$ cat src/rtl/pwm_multi.sv
// pwm_multi: shared prescaler / PWM period / ramp-step timebase driving
// CHANNELS independent PWM outputs. Each channel is OFF, STATIC, SAW or
// TRIANGLE. Levels ramp on STEP, and the compared duty is latched only at
// period boundaries so every output period is glitch-free.
module pwm_multi #(
  parameter int CHANNELS     = 4,
  parameter int WIDTH        = 5,
  parameter int PRESCALE     = 128,
  parameter int RAMP_PERIODS = 128,
  localparam int CH_W        = (CHANNELS > 1) ? $clog2(CHANNELS) : 1
) (
  input  logic                CLK_3p33MHZ,
  input  logic                RST,
  input  logic                WR_EN,
  input  logic [CH_W-1:0]     WR_CH,
  input  logic [1:0]          WR_MODE,
  input  logic [WIDTH-1:0]    WR_DUTY,
  output logic [CHANNELS-1:0] PWM_OUT,
  output logic                TICK,
  output logic                PERIOD_START,
  output logic                STEP
);

  localparam int PS_W = $clog2(PRESCALE);
  localparam int PC_W = (RAMP_PERIODS > 1) ? $clog2(RAMP_PERIODS) : 1;

  localparam logic [PS_W-1:0]  PRESC_LAST = PS_W'(PRESCALE - 1);
  localparam logic [PC_W-1:0]  PCNT_LAST  = PC_W'(RAMP_PERIODS - 1);
  localparam logic [WIDTH-1:0] LEVEL_MAX  = '1;
  localparam logic [CH_W:0]    CH_LIMIT   = (CH_W + 1)'(CHANNELS);

  localparam logic [1:0] MODE_OFF    = 2'b00;
  localparam logic [1:0] MODE_STATIC = 2'b01;
  localparam logic [1:0] MODE_SAW    = 2'b10;
  localparam logic [1:0] MODE_TRI    = 2'b11;

  localparam logic DIR_UP   = 1'b0;
  localparam logic DIR_DOWN = 1'b1;

  logic [PS_W-1:0]     presc;
  logic [WIDTH-1:0]    cnt;
  logic [PC_W-1:0]     pcnt;

  logic [1:0]          mode        [CHANNELS];
  logic [WIDTH-1:0]    level       [CHANNELS];
  logic [WIDTH-1:0]    active_duty [CHANNELS];
  logic [CHANNELS-1:0] dir;

  logic [WIDTH-1:0]    level_nxt   [CHANNELS];
  logic [CHANNELS-1:0] dir_nxt;
  logic [CHANNELS-1:0] wr_hit;
  logic                wr_ok;

  // Strobes are pure decodes of the registered counters, so they read 0 while
  // the counters sit in reset.
  assign TICK         = (presc == PRESC_LAST);
  assign PERIOD_START = TICK && (cnt == LEVEL_MAX);
  assign STEP         = PERIOD_START && (pcnt == PCNT_LAST);

  // Out-of-range channel numbers must not touch any channel.
  assign wr_ok = WR_EN && ({1'b0, WR_CH} < CH_LIMIT);

  // Timebase: prescaler, PWM counter and ramp period counter.
  // NOTE: all state here uses non-blocking assignment so every register samples
  // pre-edge values; blocking writes would let later statements see new ones.
  always_ff @(posedge CLK_3p33MHZ) begin
    if (RST) begin
      presc <= '0;
      cnt   <= '0;
      pcnt  <= '0;
    end else begin
      presc <= TICK ? '0 : presc + 1'b1;
      if (TICK) cnt <= cnt + 1'b1;
      if (PERIOD_START) pcnt <= (pcnt == PCNT_LAST) ? '0 : pcnt + 1'b1;
    end
  end

  // Per-channel write decode and the level each ramp mode moves to on STEP.
  // NOTE: every output of this block gets a default first so no path leaves a
  // value held, which would otherwise infer a latch.
  always_comb begin
    for (int i = 0; i < CHANNELS; i++) begin
      wr_hit[i]    = wr_ok && (WR_CH == CH_W'(i));
      level_nxt[i] = level[i];
      dir_nxt[i]   = dir[i];
      case (mode[i])
        MODE_SAW: level_nxt[i] = level[i] + 1'b1;
        MODE_TRI: begin
          if (dir[i] == DIR_UP) begin
            if (level[i] == LEVEL_MAX) begin
              dir_nxt[i]   = DIR_DOWN;
              level_nxt[i] = LEVEL_MAX - 1'b1;
            end else begin
              level_nxt[i] = level[i] + 1'b1;
            end
          end else begin
            if (level[i] == '0) begin
              dir_nxt[i]   = DIR_UP;
              level_nxt[i] = WIDTH'(1);
            end else begin
              level_nxt[i] = level[i] - 1'b1;
            end
          end
        end
        default: ;
      endcase
    end
  end

  // Channel state, period-aligned duty capture and registered PWM compare.
  // A write to a channel wins over its own ramp step on the same clock.
  // NOTE: the per-channel arrays are a handful of flops, not a RAM, so each
  // element is reset explicitly to give a known mode/level/dir after RST.
  always_ff @(posedge CLK_3p33MHZ) begin
    for (int i = 0; i < CHANNELS; i++) begin
      if (RST) begin
        mode[i]        <= MODE_OFF;
        level[i]       <= '0;
        dir[i]         <= DIR_UP;
        active_duty[i] <= '0;
        PWM_OUT[i]     <= 1'b0;
      end else begin
        if (wr_hit[i]) begin
          mode[i]  <= WR_MODE;
          level[i] <= WR_DUTY;
          dir[i]   <= DIR_UP;
        end else if (STEP) begin
          level[i] <= level_nxt[i];
          dir[i]   <= dir_nxt[i];
        end
        if (PERIOD_START) active_duty[i] <= level[i];
        PWM_OUT[i] <= (mode[i] != MODE_OFF) && (cnt < active_duty[i]);
      end
    end
  end

endmodule

$ cat config.mk
export PLATFORM = sky130hd
export DESIGN_NAME = pwm_multi
export DESIGN_NICKNAME = d
export VERILOG_FILES = /design/src/rtl/pwm_multi.sv
export SDC_FILE = /design/constraint.sdc
export NUM_CORES = 1
export LEC_CHECK = 0
export ABC_AREA = 1
export CORE_AREA = 4 4 97 99
export CTS_CLUSTER_SIZE = 12
export DETAILED_ROUTE_END_ITERATION = 16
export DIE_AREA = 0 0 101 103
export GPL_ROUTABILITY_DRIVEN = 0
export PLACE_DENSITY = 0.77
export SYNTH_ARGS = -nofsm -noshare
export SYNTH_HDL_FRONTEND = slang
export SYNTH_SLANG_ARGS = --single-unit
$ cat constraint.sdc
create_clock -name CLK_3p33MHZ -period 2 [get_ports CLK_3p33MHZ]
set_clock_uncertainty 0.2 [all_clocks]
set_input_delay 0.3 -clock CLK_3p33MHZ [delete_from_list [all_inputs] [get_ports CLK_3p33MHZ]]
set_output_delay 0.3 -clock CLK_3p33MHZ [all_outputs]
set_load 0.01 [all_outputs]
==> results of run 1 <==
state kept, by name, indices dropped and copies added, names as in the netlist:
register	flops
level	20
pcnt	7
dir	4
active_duty	20
presc	7
cnt	5
mode	8
PWM_OUT	4
final cells by class:
cell class / instances / area, µm² / area share
Sequential cell: 75 / 1990 / 0.353
Inverter: 93 / 354 / 0.0628
Timing Repair Buffer: 69 / 607 / 0.108
Clock buffer: 14 / 163 / 0.0289
Multi-Input combinational cell: 425 / 2380 / 0.422
Clock inverter: 2 / 10.0 / 0.00178
Tap cell: 108 / 135 / 0.0240
kinds of logic after synthesis:
logic type | count (synthesis)
simple gates | 320
flops | 75
buf+inv | 98
compound gates | 62
xor+xnor | 7
fa+ha+maj | 36
worst max-delay path, cell delays in order (launching register included):
cell	delay (ns)
dfxtp_2	0.36
ha_4	0.16
nand2_4	0.05
nor2_4	0.10
ha_4	0.15
buf_6	0.10
nand3_4	0.08
clkinv_4	0.07
buf_6	0.09
how the worst max path moves through the flow:
stage	cells past startpoint	startpoint	endpoint
detailed placement	8	cnt[0]$_SDFFE_PP0P_	STEP
floorplan	8	cnt[1]$_SDFFE_PP0P_	level[2][0]$_SDFFCE_PN0P_
CTS	8	cnt[1]$_SDFFE_PP0P_	STEP
finish	8	cnt[0]$_SDFFE_PP0P_	STEP
global route	8	cnt[0]$_SDFFE_PP0P_	STEP
global placement	8	cnt[0]$_SDFFE_PP0P_	STEP
layer usage:
| layer | global-route usage | vias to the layer above |
|---|---|---|
| met2 | 0.378 | 140 |
| met5 | 0 | - |
| met1 | 0.260 | 1899 |
| li1 | - | 2096 |
| met4 | 0.104 | 0 |
| met3 | 0.0453 | 32 |
synth_stat cells, drive strengths merged:
| master | instances | share of area |
|---|---|---|
| ha | 36 | 0.098 |
| xor2 | 4 | 0.0076 |
| nand3 | 47 | 0.058 |
| nor3 | 6 | 0.0065 |
| xnor2 | 3 | 0.0057 |
| o211ai | 7 | 0.011 |
| clkinv | 1 | 0.0011 |
| edfxtp | 48 | 0.31 |
| buf | 2 | 0.0049 |
| nand3b | 1 | 0.0016 |
| dfxtp | 27 | 0.12 |
| nand2 | 155 | 0.13 |
| nand4 | 11 | 0.015 |
| or2 | 4 | 0.0054 |
| nor3b | 1 | 0.0016 |
| a21oi | 26 | 0.028 |
| o22ai | 5 | 0.0068 |
| clkbuf | 3 | 0.0024 |
| inv | 92 | 0.075 |
| nor2 | 95 | 0.086 |
| o21ai | 24 | 0.026 |
repair_timing:
action,4_1_cts,5_1_grt
buffers inserted,3,3
endpoints found under the hold margin,0,0
pin swaps,10,9
gates resized for setup,31,32
setup endpoints to repair,36,67
report_power, final:
group          switching, µW  internal (µW)
combinational            253            180
sequential              47.1           1720
clock                    534            516
total                    834           2420
per-stage QoR:
step	worst slack (ns)	hold WS, ns
6_report	-0.0253	0.259
5_1_grt	-0.0748	0.277
4_1_cts	-0.103	0.260
3_5_place_dp	-0.201	0.249
3_3_place_gp	-0.142	0.245
2_1_floorplan	0.0427	0.218
==> flow_summary.yaml, run 1 <==
power_and_ir_drop:
  peakVddDrop_mv: 0.486
  powerDensity_mw_per_mm2: 576
  power_uw: 3250
  leakage_uw: 0.00260
detailed_routing:
  wl_per_cell_um: 14.1
  drtAntennaViolNets: 0
  dr_wl_met3_um: 687
  firstDrtPassIters: 5
  via_count: 4167
  drt-initial-drc-count: 289
  routedLengthMet1_mm: 4.51
  wl_met2_mm: 5.50
  drc: 0
  routed_wl_mm: 11.1
  vias_per_cell: 5.30
  highest_layer: "met4"
finish:
  drive_above_1_share: 0.190
  final_common_cell: "nand2_1"
  fin_nets: 721
  nFillCells: 685
  insertedDiodeCount: 0
  instances_no_fill: 786
  fin_area_mm2: 0.00564
  final_core_util: 0.659
  final_cell_mix: "nand2_1 (141), inv_1 (87), nor2_1 (84)"
  area_delta_synth_final_pct: 22.5
setup_path:
  crit_arrival_ns: 1.53
  path_class: "flip-flop to primary output"
  r2r_end: "level[1][2]$_DFFE_PP_"
  rr_worst_depth: 12
  end_kind: "primary output"
  crit_required_ns: 1.50
  crit_fanout: 2
  critPathLaunchType: "flip-flop"
  r2r-start: "level[1][0]$_DFFE_PP_"
  regToRegSetupSlack_ns: 0.04
global_route:
  grt_usage: 0.218
  gr-total-overflow: 0
  antenna_found_initial: 0
  grt_pass1_vias: 3989
  grt_max_degree: 16
  grt_pass1_wl_mm: 17.8
floorplanning:
  placementRows: 34
  start_util: 0.538
  chipHeight_um: 103
  die-area_mm2: 0.0104
  ios: 19
  core-area_mm2: 0.00855
  fp.dieW_um: 101
min_path:
  hold_path_depth: 2
  hp-class: "flip-flop to flip-flop"
  worstHoldStart: "pcnt[6]$_SDFFE_PP0N_"
  whs_endpoint: "pcnt[6]$_SDFFE_PP0N_"
clocking:
  cts_hold_buf: 0
  path_clk_slew_ns: 0.07
  h-tree-depth: 3
  cts_buffers: 9
  cts_root_buf: "clkbuf_8"
  clockBufferDepth: 2
  cts.sinks: 75
  cts_tree: "built"
  clk-insertion-delay-late_ns: 0.35
sta:
  rsz0062_at_grt: "true"
  worst_slack_ns: -0.0253
  drv_slew: 0
  finalSetupTns_ns: -0.0253
  hold_viol_final: 0
  fmax_mhz: 494
  setup_violations: 1
  finalCriticalPeriod_ns: 2.03
  worst_pin_slew_ns: 0.420
  slew_headroom: 0.719
  period_share: 1.01
placement:
  postPlaceCellArea_mm2: 0.00526
  placedCellCount: 764
  place_hpwl_mm: 8.09
  io_buffers: 18
synth:
  muxShareOfSynthArea: 0
  synthCells: 598
  synth_top_family_by_area: "simple AND/OR/NAND/NOR gates"
  yosys_warnings: 0
  synth_seq_cells: 75
  ys_types: 29
  synth-simple-area-share: 0.302
  synth.avg_cell_area_um2: 7.70
  syn_area_mm2: 0.00460
  seq_area_frac_synth: 0.431
  synth_compound_area_frac: 0.0726
  synth_fp_nets: 646
  synthAdderAreaFrac: 0.0979
  synth-xor-area-share: 0.0133
outcome:
  violations: "negative setup slack"
  status: "complete, but fails checks"
job:
  cap_violations: 0
Power figures use the tool's default switching activity.
==> run 2: changes to the inputs <==
--- a/config.mk
+++ b/config.mk
@@ -12,6 +12,7 @@
 export DIE_AREA = 0 0 101 103
 export GPL_ROUTABILITY_DRIVEN = 0
 export PLACE_DENSITY = 0.77
+export REMOVE_ABC_BUFFERS = 1
 export SYNTH_ARGS = -nofsm -noshare
 export SYNTH_HDL_FRONTEND = slang
 export SYNTH_SLANG_ARGS = --single-unit
==> flow_summary.yaml, run 2 (synthesized netlist as in run 1, its figures left out) <==
finish:
  final_common_cell: "nand2_1"
  drive_above_1_share: 0.188
  seq_area_mm2: 0.00199
  final_cell_mix: "nand2_1 (142), inv_1 (85), nor2_1 (84)"
  nFillCells: 680
  fin_area_mm2: 0.00566
  area_delta_synth_final_pct: 22.9
  insertedDiodeCount: 0
  fin_nets: 718
  multi_input_area_mm2: 0.00242
  reg.largest.list: "active_duty x20, level x20, mode x8"
clocking:
  clk-insertion-delay-late_ns: 0.36
  cts_tree: "built"
  clockBufferDepth: 2
  cts_buffers: 9
  cts_hold_buf: 0
  h-tree-depth: 3
  cts.sinks: 75
  cts_root_buf: "clkbuf_8"
  path_clk_slew_ns: 0.08
detailed_routing:
  vias_per_cell: 5.38
  drtAntennaViolNets: 0
  via_count: 4209
  firstDrtPassIters: 5
  drc: 0
  drt-initial-drc-count: 349
  routed_wl_mm: 11.2
  wl_per_cell_um: 14.3
setup_path:
  crit_fanout: 3
  path_cells: "ha_4 > nand2_4 > nor2_4 > ha_4 > nand3_4 > clkinv_4 > buf_6"
  crit_arrival_ns: 1.43
  crit_buf_inv: 2
  cp_slowest_cell: "dfxtp_2"
  r2r-start: "level[3][0]$_DFFE_PP_"
  cp_common_cell: "ha_4"
  critPathLaunchType: "flip-flop"
  crit_required_ns: 1.50
  cp_top_family: "flip-flops"
  regToRegSetupSlack_ns: 0.08
  end_kind: "primary output"
  path_class: "flip-flop to primary output"
  rr_worst_depth: 10
  r2r_end: "level[3][2]$_DFFE_PP_"
  slowest_delay_ns: 0.36
power_and_ir_drop:
  peakVddDrop_mv: 0.351
  power_uw: 3380
  powerDensity_mw_per_mm2: 597
  leakage_uw: 0.00258
global_route:
  antenna_found_initial: 0
  grt_pass1_vias: 4048
  grt_max_degree: 22
  grt_usage: 0.221
  grt_pass1_wl_mm: 18.0
  gr-total-overflow: 0
job:
  cap_violations: 0
sta:
  drv_slew: 0
  fin_hold_ws_ns: 0.286
  setup_violations: 0
  fmax_mhz: 517
  slew_headroom: 0.704
  hold_viol_final: 0
  rsz0062_at_grt: "true"
  period_share: 0.967
  worst_pin_slew_ns: 0.442
  finalCriticalPeriod_ns: 1.93
floorplanning:
  ios: 19
  core-area_mm2: 0.00855
  fp.dieW_um: 101
  placementRows: 34
  start_util: 0.538
  die-area_mm2: 0.0104
  chipHeight_um: 103
placement:
  postPlaceCellArea_mm2: 0.00523
  io_buffers: 18
  place_hpwl_mm: 8.34
min_path:
  hold_path_depth: 2
  worstHoldStart: "presc[6]$_SDFF_PP0_"
  whs_endpoint: "presc[6]$_SDFF_PP0_"
  hp-class: "flip-flop to flip-flop"
outcome:
  status: "completed"
## run 2: cell count changes in the layout (fill, tap and decap cells not counted), sizes merged
cell | previous run | this run
inv | 92 | 93
clkbuf | 14 | 11
bufinv | 0 | 1
buf | 53 | 50
clkinv | 3 | 4
## run 2: how the worst max path moves through the flow
| stage | from | endpoint | depth (start not counted) |
|---|---|---|---|
| 2_1_floorplan | cnt[1]$_SDFFE_PP0P_ | active_duty[0][0]$_SDFFCE_PN0P_ | 6 |
| 3_3_place_gp | cnt[0]$_SDFFE_PP0P_ | PERIOD_START | 7 |
| 3_5_place_dp | cnt[0]$_SDFFE_PP0P_ | PERIOD_START | 7 |
| 4_1_cts | cnt[1]$_SDFFE_PP0P_ | PERIOD_START | 7 |
| 5_1_grt | level[3][0]$_DFFE_PP_ | level[3][4]$_DFFE_PP_ | 10 |
| 6_report | cnt[0]$_SDFFE_PP0P_ | STEP | 7 |
## run 2: per-stage QoR
step                worst slack [ns]  setup TNS (ns)  instances   util
CTS                          -0.0177         -0.0336        783  0.644
global placement              -0.156          -0.248        761  0.611
finish                        0.0664               0        783  0.661
floorplan                     -0.144           -2.92        593      -
global route                 -0.0168         -0.0451        783  0.661
detailed placement            -0.181          -0.795        761  0.611
## run 2: what timing repair did
item                       CTS  global route
setup endpoints to repair   45            65
pin swaps                    8            14
setup buffers                6             1
resized for setup           23            48
## run 2: report_power, final
group          total [µW]  switching [µW]  internal (µW)  leakage [µW]
clock                1160             587            577     0.0000976
combinational         451             265            186       0.00179
sequential           1760            45.5           1720      0.000689
total                3380             897           2480       0.00258
## run 2: area by class of cell
type | count | area share
clock inverter | 5 | 0.00973
clock buffer | 11 | 0.0232
multi-input combinational | 425 | 0.429
timing repair buffer | 66 | 0.100
sequential | 75 | 0.352
inverter | 93 | 0.0626
tap | 108 | 0.0239
## run 2: tightest hold or removal path: stages (launching register included)
cell,delay (ns)
dfxtp_1,0.32
inv_1,0.06
a21oi_1,0.06
## run 2: per-layer routing
metal  track usage  up-vias  share of wire
met5             0        -              0
met2         0.388      147           0.50
met3        0.0392       39          0.054
met1         0.270     1935           0.42
met4        0.0859        0          0.029
li1              -     2088              -
==> run 3: changes to the inputs <==
--- a/config.mk
+++ b/config.mk
@@ -6,13 +6,16 @@
 export NUM_CORES = 1
 export LEC_CHECK = 0
 export ABC_AREA = 1
-export CORE_AREA = 4 4 97 99
+export CELL_PAD_IN_SITES_DETAIL_PLACEMENT = 1
+export CELL_PAD_IN_SITES_GLOBAL_PLACEMENT = 1
+export CORE_AREA = 4 4 111 113
 export CTS_CLUSTER_SIZE = 12
 export DETAILED_ROUTE_END_ITERATION = 16
-export DIE_AREA = 0 0 101 103
+export DIE_AREA = 0 0 115 117
 export GPL_ROUTABILITY_DRIVEN = 0
 export PLACE_DENSITY = 0.77
 export REMOVE_ABC_BUFFERS = 1
+export SLEW_MARGIN = 20
 export SYNTH_ARGS = -nofsm -noshare
 export SYNTH_HDL_FRONTEND = slang
 export SYNTH_SLANG_ARGS = --single-unit
==> flow_summary.yaml, run 3 (synthesized netlist as in run 1, its figures left out) <==
sta:
  fmax_mhz: 490
  setup_violations: 3
  slew_headroom: 0.702
  finalCriticalPeriod_ns: 2.04
  hold_viol_final: 0
  worst_slack_ns: -0.0396
  worst_pin_slew_ns: 0.445
  rsz0062_at_grt: "true"
  finalSetupTns_ns: -0.0691
  period_share: 1.02
  drv_slew: 0
global_route:
  grt_max_degree: 22
  gr-total-overflow: 0
  grt_pass1_wl_mm: 22.9
  antenna_found_initial: 0
  grt_usage: 0.220
  grt_pass1_vias: 4664
setup_path:
  r2r_end: "active_duty[3][3]$_SDFFCE_PN0P_"
  r2r-start: "cnt[0]$_SDFFE_PP0P_"
  slowest_delay_ns: 0.35
  crit_fanout: 2
  rr_worst_depth: 11
  crit_required_ns: 1.50
  regToRegSetupSlack_ns: 0
  end_kind: "primary output"
  cp_top_family: "flip-flops"
  critPathLaunchType: "flip-flop"
  crit_arrival_ns: 1.54
  path_cells: "ha_4 > nand2_4 > nor2_4 > ha_4 > buf_6 > inv_4 > nor2_8 > buf_6"
  cp_slowest_cell: "dfxtp_2"
  crit_buf_inv: 3
  path_class: "flip-flop to primary output"
finish:
  drive_above_1_share: 0.218
  final_cell_mix: "nand2_1 (138), inv_1 (85), nor2_1 (83)"
  area_delta_synth_final_pct: 31.0
  nFillCells: 1405
  final_common_cell: "nand2_1"
  fin_nets: 735
  reg.largest.list: "active_duty x20, level x20, mode x8"
  insertedDiodeCount: 0
detailed_routing:
  routed_wl_mm: 14.2
  firstDrtPassIters: 4
  vias_per_cell: 5.14
  drtAntennaViolNets: 0
  drt-initial-drc-count: 132
  via_count: 4290
  drc: 0
  wl_per_cell_um: 17.0
floorplanning:
  start_util: 0.407
  ios: 19
  fp.dieW_um: 115
  chipHeight_um: 117
  die-area_mm2: 0.0135
  placementRows: 39
  core-area_mm2: 0.0113
clocking:
  cts_tree: "built"
  h-tree-depth: 3
  clk-insertion-delay-late_ns: 0.34
  cts_hold_buf: 0
  cts_buffers: 9
  cts_root_buf: "clkbuf_16"
  path_clk_slew_ns: 0.06
  clockBufferDepth: 2
  cts.sinks: 75
power_and_ir_drop:
  peakVddDrop_mv: 0.454
  power_uw: 3930
  powerDensity_mw_per_mm2: 651
  leakage_uw: 0.00273
min_path:
  whs_endpoint: "pcnt[6]$_SDFFE_PP0N_"
  worstHoldStart: "pcnt[6]$_SDFFE_PP0N_"
  hp-class: "flip-flop to flip-flop"
  hold_path_depth: 2
outcome:
  status: "complete, but fails checks"
  violations: "negative setup slack"
placement:
  place_hpwl_mm: 10.5
  io_buffers: 18
job:
  cap_violations: 0
-- run 3: changes by cell type in the layout (fill, tap and decap cells not counted), sizes merged --
cell / previous run / this run
inv: 93 / 90
clkdlybuf4s15: 1 / 0
bufinv: 1 / 0
clkinvlp: 0 / 2
buf: 50 / 67
clkbuf: 11 / 14
-- run 3: per-layer routing --
metal / vias up / GRT usage / routed length, µm
met5: - / 0 / 0
met4: 0 / 0.0900 / 324
met3: 24 / 0.0314 / 431
met2: 69 / 0.405 / 7390
met1: 2081 / 0.256 / 6030
li1: 2116 / - / -
-- run 3: report_power, final --
part	leakage [µW]	switching, µW	internal [µW]
logic	0.00189	292	209
clock network	0.000150	670	991
registers	0.000689	43.8	1720
total	0.00273	1010	2920
-- run 3: metrics by stage --
step | instances | hold WS, ns | utilization | worst slack, ns | area, µm²
floorplan | 593 | 0.169 | - | -0.144 | 4570
global placement | 811 | 0.244 | 0.476 | -0.216 | 5390
detailed placement | 811 | 0.259 | 0.476 | -0.258 | 5390
CTS | 832 | 0.267 | 0.513 | -0.0418 | 5810
global route | 835 | 0.288 | 0.533 | -0.0989 | 6030
finish | 835 | 0.261 | 0.533 | -0.0396 | 6030
-- run 3: worst max-delay path by stage --
stage,from,to,slack [ns],cells after the start
after floorplan,cnt[1]$_SDFFE_PP0P_,active_duty[0][0]$_SDFFCE_PN0P_,-0.14,6
after global placement,cnt[0]$_SDFFE_PP0P_,PERIOD_START,-0.22,7
after detailed placement,cnt[0]$_SDFFE_PP0P_,PERIOD_START,-0.26,7
after CTS,cnt[1]$_SDFFE_PP0P_,PERIOD_START,-0.04,8
after global routing,cnt[1]$_SDFFE_PP0P_,PERIOD_START,-0.1,8
final,cnt[0]$_SDFFE_PP0P_,PERIOD_START,-0.04,8
-- run 3: layout make-up --
cell class | instances | area (µm²) | area share
multi-input cells | 425 | 2470 | 0.409
well taps | 143 | 179 | 0.0297
repair buffers | 83 | 729 | 0.121
flip-flops and latches | 75 | 1990 | 0.330
inverters | 93 | 364 | 0.0604
clock inverters | 3 | 18.8 | 0.00311
clock buffers | 13 | 283 | 0.0469
-- run 3: worst reg2reg max path: stages, from the launching register on --
cell,delay (ns)
dfxtp_2,0.35
ha_4,0.16
nand2_4,0.05
nor2_4,0.11
ha_4,0.17
buf_6,0.11
inv_4,0.04
nor2_8,0.11
buf_6,0.18
nand2_2,0.11
buf_12,0.16
nor2_1,0.12
-- run 3: repair_timing --
action,in CTS,in global routing
setup buffers,5,3
pin swaps,7,9
endpoints found under the setup margin,62,88
resized for setup,34,57
